===== src/rtl/uart_tx_mmio.sv =====
// uart_tx_mmio: memory-mapped 8N1 UART transmitter with a small TX FIFO.
//
// Register map (word addresses relative to BASE_ADDR):
//   +0 DATA   store pushes wr_data[7:0] into the FIFO (dropped + overflow if full)
//   +4 STATUS load: [0]empty [1]full [2]busy [3]irq_enable [4]irq_pending
//                   [5]overflow [11:8]count; stores ignored
//   +8 CTRL   store: [0]irq_enable, [1]=1 acks irq_pending, [2]=1 clears overflow
//
// Ports:
//   clk, reset         rising-edge clock, asynchronous active-low reset
//   address, wr_data   bus address and store data
//   MemRead, MemWrite  load / store strobes
//   UartAddress        combinational: strobe active and address hits a register
//   rd_data            combinational load data (0 unless STATUS is read)
//   tx                 registered serial line, idle high
//   TxInterrupt        irq_pending & irq_enable
module uart_tx_mmio #(
    parameter logic [31:0] BASE_ADDR    = 32'hFFFF0100,
    parameter int          DEPTH        = 4,
    parameter int          CLKS_PER_BIT = 16
) (
    input  logic        clk,
    input  logic        reset,
    input  logic [31:0] address,
    input  logic [31:0] wr_data,
    input  logic        MemRead,
    input  logic        MemWrite,
    output logic        UartAddress,
    output logic [31:0] rd_data,
    output logic        tx,
    output logic        TxInterrupt
);

    localparam int AW  = $clog2(DEPTH);
    localparam int CW  = AW + 1;
    localparam int CCW = $clog2(CLKS_PER_BIT);

    typedef enum logic [1:0] {IDLE, START, DATA, STOP} state_t;

    state_t           state, state_nx;
    logic [CCW-1:0]   cyc;
    logic [2:0]       bit_idx;
    logic [7:0]       shift;
    logic             tx_nx;
    logic             pop, done;

    logic [7:0]       mem [DEPTH];
    logic [AW-1:0]    wr_ptr, rd_ptr;
    logic [CW-1:0]    count;
    logic [3:0]       cnt4;
    logic             empty, full, busy, bit_last;
    logic             irq_enable, irq_pending, overflow;

    logic             sel_data, sel_stat, sel_ctrl;
    logic             wr_push, wr_ctrl, push_ok, ovf_set;
    logic             unused_ok;

    // ---------------- bus decode ----------------
    assign sel_data    = (address == BASE_ADDR);
    assign sel_stat    = (address == BASE_ADDR + 32'd4);
    assign sel_ctrl    = (address == BASE_ADDR + 32'd8);
    assign UartAddress = (MemRead | MemWrite) & (sel_data | sel_stat | sel_ctrl);
    assign wr_push     = MemWrite & sel_data;
    assign wr_ctrl     = MemWrite & sel_ctrl;
    assign unused_ok   = ^wr_data[31:8];

    assign empty    = (count == '0);
    assign full     = (count == CW'(DEPTH));
    assign busy     = (state != IDLE);
    assign bit_last = (cyc == CCW'(CLKS_PER_BIT - 1));
    assign cnt4     = 4'(count);

    // A pop in the same cycle frees a slot, so a push into a full FIFO is
    // still accepted then; otherwise a push into a full FIFO is dropped.
    assign push_ok = wr_push & (~full | pop);
    assign ovf_set = wr_push & full & ~pop;

    always_comb begin
        rd_data = '0;
        if (MemRead && sel_stat)
            rd_data = {20'b0, cnt4, 2'b0, overflow, irq_pending, irq_enable,
                       busy, full, empty};
    end

    assign TxInterrupt = irq_pending & irq_enable;

    // ---------------- serializer FSM ----------------
    always_ff @(posedge clk or negedge reset) begin
        if (!reset) state <= IDLE;
        else        state <= state_nx;
    end

    // tx_nx is the line level for the current state; it is registered, so the
    // whole frame lags the state machine by one cycle.
    always_comb begin
        state_nx = state;
        pop      = 1'b0;
        done     = 1'b0;
        tx_nx    = 1'b1;
        case (state)
            IDLE: begin
                if (!empty) begin
                    pop      = 1'b1;
                    state_nx = START;
                end
            end
            START: begin
                tx_nx = 1'b0;
                if (bit_last) state_nx = DATA;
            end
            DATA: begin
                tx_nx = shift[0];
                if (bit_last && bit_idx == 3'd7) state_nx = STOP;
            end
            STOP: begin
                tx_nx = 1'b1;
                if (bit_last) begin
                    if (!empty) begin
                        pop      = 1'b1;
                        state_nx = START;
                    end else begin
                        done     = 1'b1;
                        state_nx = IDLE;
                    end
                end
            end
            default: state_nx = IDLE;
        endcase
    end

    always_ff @(posedge clk or negedge reset) begin
        if (!reset) begin
            cyc     <= '0;
            bit_idx <= '0;
            shift   <= '0;
            tx      <= 1'b1;
        end else begin
            tx <= tx_nx;
            if (state == IDLE || bit_last) cyc <= '0;
            else                           cyc <= cyc + 1'b1;

            if (state != DATA)  bit_idx <= '0;
            else if (bit_last)  bit_idx <= bit_idx + 3'd1;

            if (pop)                          shift <= mem[rd_ptr];
            else if (state == DATA && bit_last) shift <= shift >> 1;
        end
    end

    // ---------------- FIFO ----------------
    always_ff @(posedge clk) begin
        if (push_ok) mem[wr_ptr] <= wr_data[7:0];
    end

    always_ff @(posedge clk or negedge reset) begin
        if (!reset) begin
            wr_ptr <= '0;
            rd_ptr <= '0;
            count  <= '0;
        end else begin
            if (push_ok) wr_ptr <= wr_ptr + 1'b1;
            if (pop)     rd_ptr <= rd_ptr + 1'b1;
            case ({push_ok, pop})
                2'b10:   count <= count + 1'b1;
                2'b01:   count <= count - 1'b1;
                default: count <= count;
            endcase
        end
    end

    // ---------------- control / status flags ----------------
    // A set event beats a software clear landing in the same cycle.
    always_ff @(posedge clk or negedge reset) begin
        if (!reset) begin
            irq_enable  <= 1'b0;
            irq_pending <= 1'b0;
            overflow    <= 1'b0;
        end else begin
            if (wr_ctrl) irq_enable <= wr_data[0];

            if (done)                      irq_pending <= 1'b1;
            else if (wr_ctrl && wr_data[1]) irq_pending <= 1'b0;

            if (ovf_set)                   overflow <= 1'b1;
            else if (wr_ctrl && wr_data[2]) overflow <= 1'b0;
        end
    end

endmodule

===== config.mk =====
export PLATFORM = sky130hd
export DESIGN_NAME = uart_tx_mmio
export DESIGN_NICKNAME = d
export VERILOG_FILES = /design/src/rtl/uart_tx_mmio.sv
export SDC_FILE = /design/constraint.sdc
export NUM_CORES = 1
export LEC_CHECK = 0
export CORE_ASPECT_RATIO = 1.75
export CORE_MARGIN = 2
export CORE_UTILIZATION = 37
export DETAILED_ROUTE_END_ITERATION = 8
export DONT_BUFFER_PORTS = 1
export REMOVE_ABC_BUFFERS = 1
export SLEW_MARGIN = 20
export SYNTH_ARGS = -nofsm -noshare
export SYNTH_HDL_FRONTEND = slang
export SYNTH_SLANG_ARGS = --single-unit

===== constraint.sdc =====
create_clock -name clk -period 3.69 [get_ports clk]
set_input_delay 0.738 -clock clk [delete_from_list [all_inputs] [get_ports clk]]
set_output_delay 0.738 -clock clk [all_outputs]
set_load 0.1 [all_outputs]

---- Yosys cells after proc, flatten, opt, wreduce, memory -nomap -nowiden ----
Memories as Yosys holds them, arrays and structs flattened.
Index checks and enable logic that the tools add are counted.
storage, ports and cells
  register bits after elaboration ......... 28
  memory bits (writable) .................. 32
  input port bits ......................... 68
  output and inout port bits .............. 35
  logic and storage cells ................. 88
  memories ................................ 1
operators by class
  add/sub/neg operators ................... 6
  eq/ne operators ......................... 16
  muxes and demuxes ....................... 26
  bitwise logic cells ..................... 13
  reductions and logical operators ........ 15
memory list
  name  depth  width  rd ports  clocked after Yosys merged registers in  wr ports  RTL line  text
  mem   4      8      1         0                                        1         47        logic [7:0] mem [DEPTH];
operator list
  operator                                                                count
  32-bit equality test (second input constant)                            3
  8-bit 2-to-1 mux                                                        2
  1-bit 2-to-1 mux                                                        12
  2-bit nonzero test                                                      6
  11-bit 2-to-1 mux                                                       1
  2-bit != test (second input constant)                                   5
  2-bit 2-to-1 mux                                                        4
  2-bit case mux with 4 select lines                                      1
  1-bit AND                                                               7
  3-bit by 1-bit adder with 3-bit output (second input constant)          2
  2-bit equality test (second input constant)                             3
  3-bit equality test (second input constant)                             2
  3-bit 2-to-1 mux                                                        2
  3-bit case mux with 2 select lines                                      1
  1-bit logical AND                                                       5
  2-bit by 1-bit adder with 2-bit output (second input constant)          2
  4-bit by 1-bit adder with 4-bit output (second input constant)          1
  2-bit by 1-bit equality test with 1-bit output (second input constant)  2
  4-bit equality test (second input constant)                             1
  4-bit 2-to-1 mux                                                        1
  1-bit OR                                                                4
  1-bit case mux with 2 select lines                                      2
  4-bit AND reduction                                                     1
  3-bit logical NOT                                                       1
  4 further kinds                                                         5

---- Depth between registers and ports, before layout ----
Gate-level depths: netlist of run 1.
  depth after elaboration ................. 8
  depth in mapped cells ................... 13
  mapped depth without buffers ............ 12

---- Worst setup path before layout of run 1 ----
No wires, ideal clock.
  path type ............................... input-to-output
  from .................................... input address[1]
  to ...................................... output UartAddress
  arrival time ............................ 6621 ps
  data required time ...................... 2952 ps
  path slack .............................. -3669 ps
  stages .................................. 4
  path buffers ............................ 1
  path through ............................ or4b_1 > or4_4 > buf_6 > a2111oi_0
on the way
  word-level cells in the longest chain between the ends .. 4
  elaborated cells on any way between the ends .. 6
  those cells by class .................... eq/ne: 3; bitwise: 3
RTL lines
  item                                     RTL line  text
  start, declared                          24        input logic [31:0] address,
  32-bit equality test (on tied branches)  59, 60
  1-bit OR                                 62        assign UartAddress = (MemRead | MemWrite) & (sel_data | sel_stat | sel_ctrl);
  1-bit OR *                               62
  1-bit AND *                              62
  end, declared                            28        output logic UartAddress,
Mark *: on every way between the ends. The rest lies on a longest branch, timed or not.

---- Worst setup path after layout of run 1 ----
  from .................................... input address[1]
  to ...................................... output rd_data[2]
on the way
  word-level cells in the longest chain between the ends .. 3
RTL lines
  item                  RTL line  text
  32-bit equality test  60        assign sel_stat = (address == BASE_ADDR + 32'd4);
  1-bit logical AND     80        if (MemRead && sel_stat)
  11-bit 2-to-1 mux     80
  end, declared         29        output logic [31:0] rd_data,
No other way between the ends.

==> results of run 1 <==
## power groups by stage
stage	Sequential [W]	Clock (W)	Combinational [W]
5_1_grt	0.000765	0.000896	0.000156
3_3_place_gp	0.000773	0	0.000142
3_5_place_dp	0.000775	0	0.000146
4_1_cts	0.000762	0.000866	0.000147
2_1_floorplan	0.000769	0	0.000137
6_report	0.000762	0.000848	0.000146
## cell usage in the layout (no fill, tap or decap), types with 2 or more instances in the layout
cell       synthesis  routed
nand4b_1           3       3
and2_1            13      13
nor4b_1            3       3
buf_12             0       9
xnor2_1            4       4
nor3_1             7       7
nor2_1             6       6
and3_1             3       3
inv_6              0       4
nand4_1            3       3
inv_1             13      13
nor2b_1            4       3
mux4_2             8       8
clkbuf_16          0      10
mux2i_1           10      10
ha_1              12      12
conb_1             1      23
buf_4             23       2
o21ai_0           10      10
edfxtp_1          32      32
xor2_1             4       4
nand2_1           15      15
dfrtp_1           27      27
mux2_2             2       2
a21oi_1            2       2
## worst reg2reg max path: stages (launching register included)
cell	delay [ps]
dfrtp_1	410
inv_1	160
ha_1	380
a41oi_1	110
nor3_1	190
buf_4	250
ha_1	210
inv_1	60
fa_1	380
xor2_1	150
nor2_1	120
xor2_1	150
## worst max-delay path by stage
stage,end,depth (start not counted)
2_1_floorplan,UartAddress,3
3_3_place_gp,rd_data[2],5
3_5_place_dp,rd_data[2],5
4_1_cts,rd_data[2],5
5_1_grt,rd_data[2],5
6_report,rd_data[2],5
## cell families after synthesis
kind of cell    share of synthesized area [%]
simple gates                             13.2
flops                                    55.1
mux                                      10.5
other cells                             0.124
fa+ha+maj                                5.64
buf+inv                                  8.34
compound gates                           4.73
xor+xnor                                 2.32
## registers in the layout (all words and copies together) (netlist names)
| signal | flops |
|---|---|
| count | 3 |
| bit_idx | 3 |
| shift | 8 |
| tx | 1 |
| cyc | 4 |
| irq_enable | 1 |
| rd_ptr | 2 |
| overflow | 1 |
| mem | 32 |
| wr_ptr | 2 |
| state | 2 |
| irq_pending | 1 |
## per-layer routing
metal	GRT usage [%]	part of all wire (%)	vias up
met1	13.2	38	867
li1	-	-	824
met2	23.8	56	32
met4	9.20	3.3	0
met3	2.20	2.7	13
met5	0	0	-
## cell type report
class	instances	area, sq um
Clock buffer	9	225
Clock inverter	7	81.3
Fill cell	723	4360
Inverter	13	48.8
Multi-Input combinational cell	151	1190
Sequential cell	60	1660
Tap cell	90	113
Timing Repair Buffer	12	220
## through the flow
step                std cells  TNS (ps)
floorplan                 224     -4660
global placement          326         0
detailed placement        326         0
CTS                       342         0
global route              342         0
finish                    342         0
==> results.json, run 1 <==
{
  "fin_util_pct": 44.8,
  "crit_chain": "or4b_1 > or4_4 > nor4_4 > nor2b_2 > buf_12",
  "cap_violations": 0,
  "skew_ps": 6.86,
  "drt_wl_total_um": 5150,
  "pre_cts_slack_ps": 200,
  "powerDensity_nw_per_um2": 495,
  "wl_per_cell_um": 15.1,
  "grt_max_degree": 29,
  "p_total_w": 0.00176,
  "numCtsBuffers": 9,
  "crit_fanout": 9,
  "critPathKind": "input pin to output pin",
  "setup_violations": 0,
  "gp_congestion": 0.707,
  "synth.distinct_cells": 44,
  "synth_area_leaders": "edfxtp_1, dfrtp_1, mux4_2",
  "start_util_pct": 38.1,
  "tightest_slew_ps": 981,
  "grt_overflow_total": 0,
  "p_comb_share_pct": 8.3,
  "diodes": 0,
  "setup_ws_ps": 227,
  "synth.largest_area_cell": "edfxtp_1",
  "first_iter_violations": 55,
  "r2r_end": "count[2]",
  "grt_pass1_vias": 1839,
  "die_h_um": 123,
  "antenna_found_initial": 0,
  "grt_use_total_pct": 13.1,
  "endpoint_kind": "output pin",
  "synthCells": 231,
  "post_cts_resize_count": 0,
  "clk_latency_ps": 330,
  "netSwitchingPower_w": 0.000457,
  "run_status": "finished clean",
  "drc": 0,
  "arrival_ps": 2730,
  "drtPass1Iterations": 4,
  "p_sw_share_pct": 26.0,
  "ctsHoldBuffers": 0,
  "rr_worst_depth": 11,
  "cts_tree": "done",
  "rsz0062_at_grt": "false",
  "path_buf_inv": 1,
  "worstHoldPathType": "input pin to asynchronous set/reset pin",
  "slew_headroom_pct": 35.1,
  "synth-seq-cells": 60,
  "r2r_setup_slack_ps": 1040,
  "core.rowCount": 43,
  "path_clk_slew_ps": 60,
  "root_buffer": "clkbuf_16",
  "io_buffers": 0,
  "fin_area_sq_um": 3540,
  "period_minus_slack_ps": 3460,
  "power.leakage_nw": 1.43,
  "fp.dieW_um": 72.3,
  "synth_ff_type": "edfxtp_1",
  "syn-cell-area_sq_um": 3020,
  "clockPowerShare_pct": 48.3,
  "h-tree-depth": 3,
  "crit_required_ps": 2950,
  "post_cts_buffers": 0,
  "dieArea_sq_um": 8920,
  "fmax_mhz": 289,
  "hold_ws_ps": 101,
  "yosysWarnings": 0,
  "vias_per_cell": 5.08,
  "synth-edff-count": 32,
  "timing.rr.start": "state[0]",
  "cp-start-kind": "input pin",
  "critPathSlowestCell": "or4_4",
  "slowest_delay_ps": 600,
  "startpoint": "address[1]",
  "synth.top_cell.area_share_pct": 31.9,
  "synth_commonest_cells": "edfxtp_1, dfrtp_1, buf_4",
  "async_flop_share_pct": 46.7,
  "syn_area_per_cell_sq_um": 13.1,
  "cp_top_family": "simple AND/OR/NAND/NOR gates",
  "post-dp-hpwl_um": 3890,
  "finalCritPeriodShare_pct": 93.9,
  "syn_to_final_growth_pct": 17.5,
  "vias": 1736,
  "core_area_sq_um": 7910,
  "synth_most_common_cell": "edfxtp_1",
  "slew_viol_final": 0,
  "ios": 103,
  "placed_cell_area_sq_um": 3240,
  "seq_power_share_pct": 43.4,
  "seq_area_frac_synth_pct": 55.1,
  "power.internal_w": 0.00130,
  "clock_path_buffers": 2,
  "grt_pass1_wl_um": 8650,
  "vdd_drop_max_v": 0.000325,
  "antenna_left": 0,
  "layout-drive-gt1-share_pct": 18.3,
  "cts_num_sinks": 60,
  "hold_violations": 0,
  "finalNetCount": 328
}
No activity file was read; power rests on OpenSTA's default activity.
==> inputs of run 2 (changes only) <==
--- a/config.mk
+++ b/config.mk
@@ -8,6 +8,7 @@
 export CORE_ASPECT_RATIO = 1.75
 export CORE_MARGIN = 2
 export CORE_UTILIZATION = 37
+export CTS_CLUSTER_SIZE = 12
 export DETAILED_ROUTE_END_ITERATION = 8
 export DONT_BUFFER_PORTS = 1
 export REMOVE_ABC_BUFFERS = 1
==> results of run 2 <==
Final layout, timing and power as in run 1 (identical DEF).
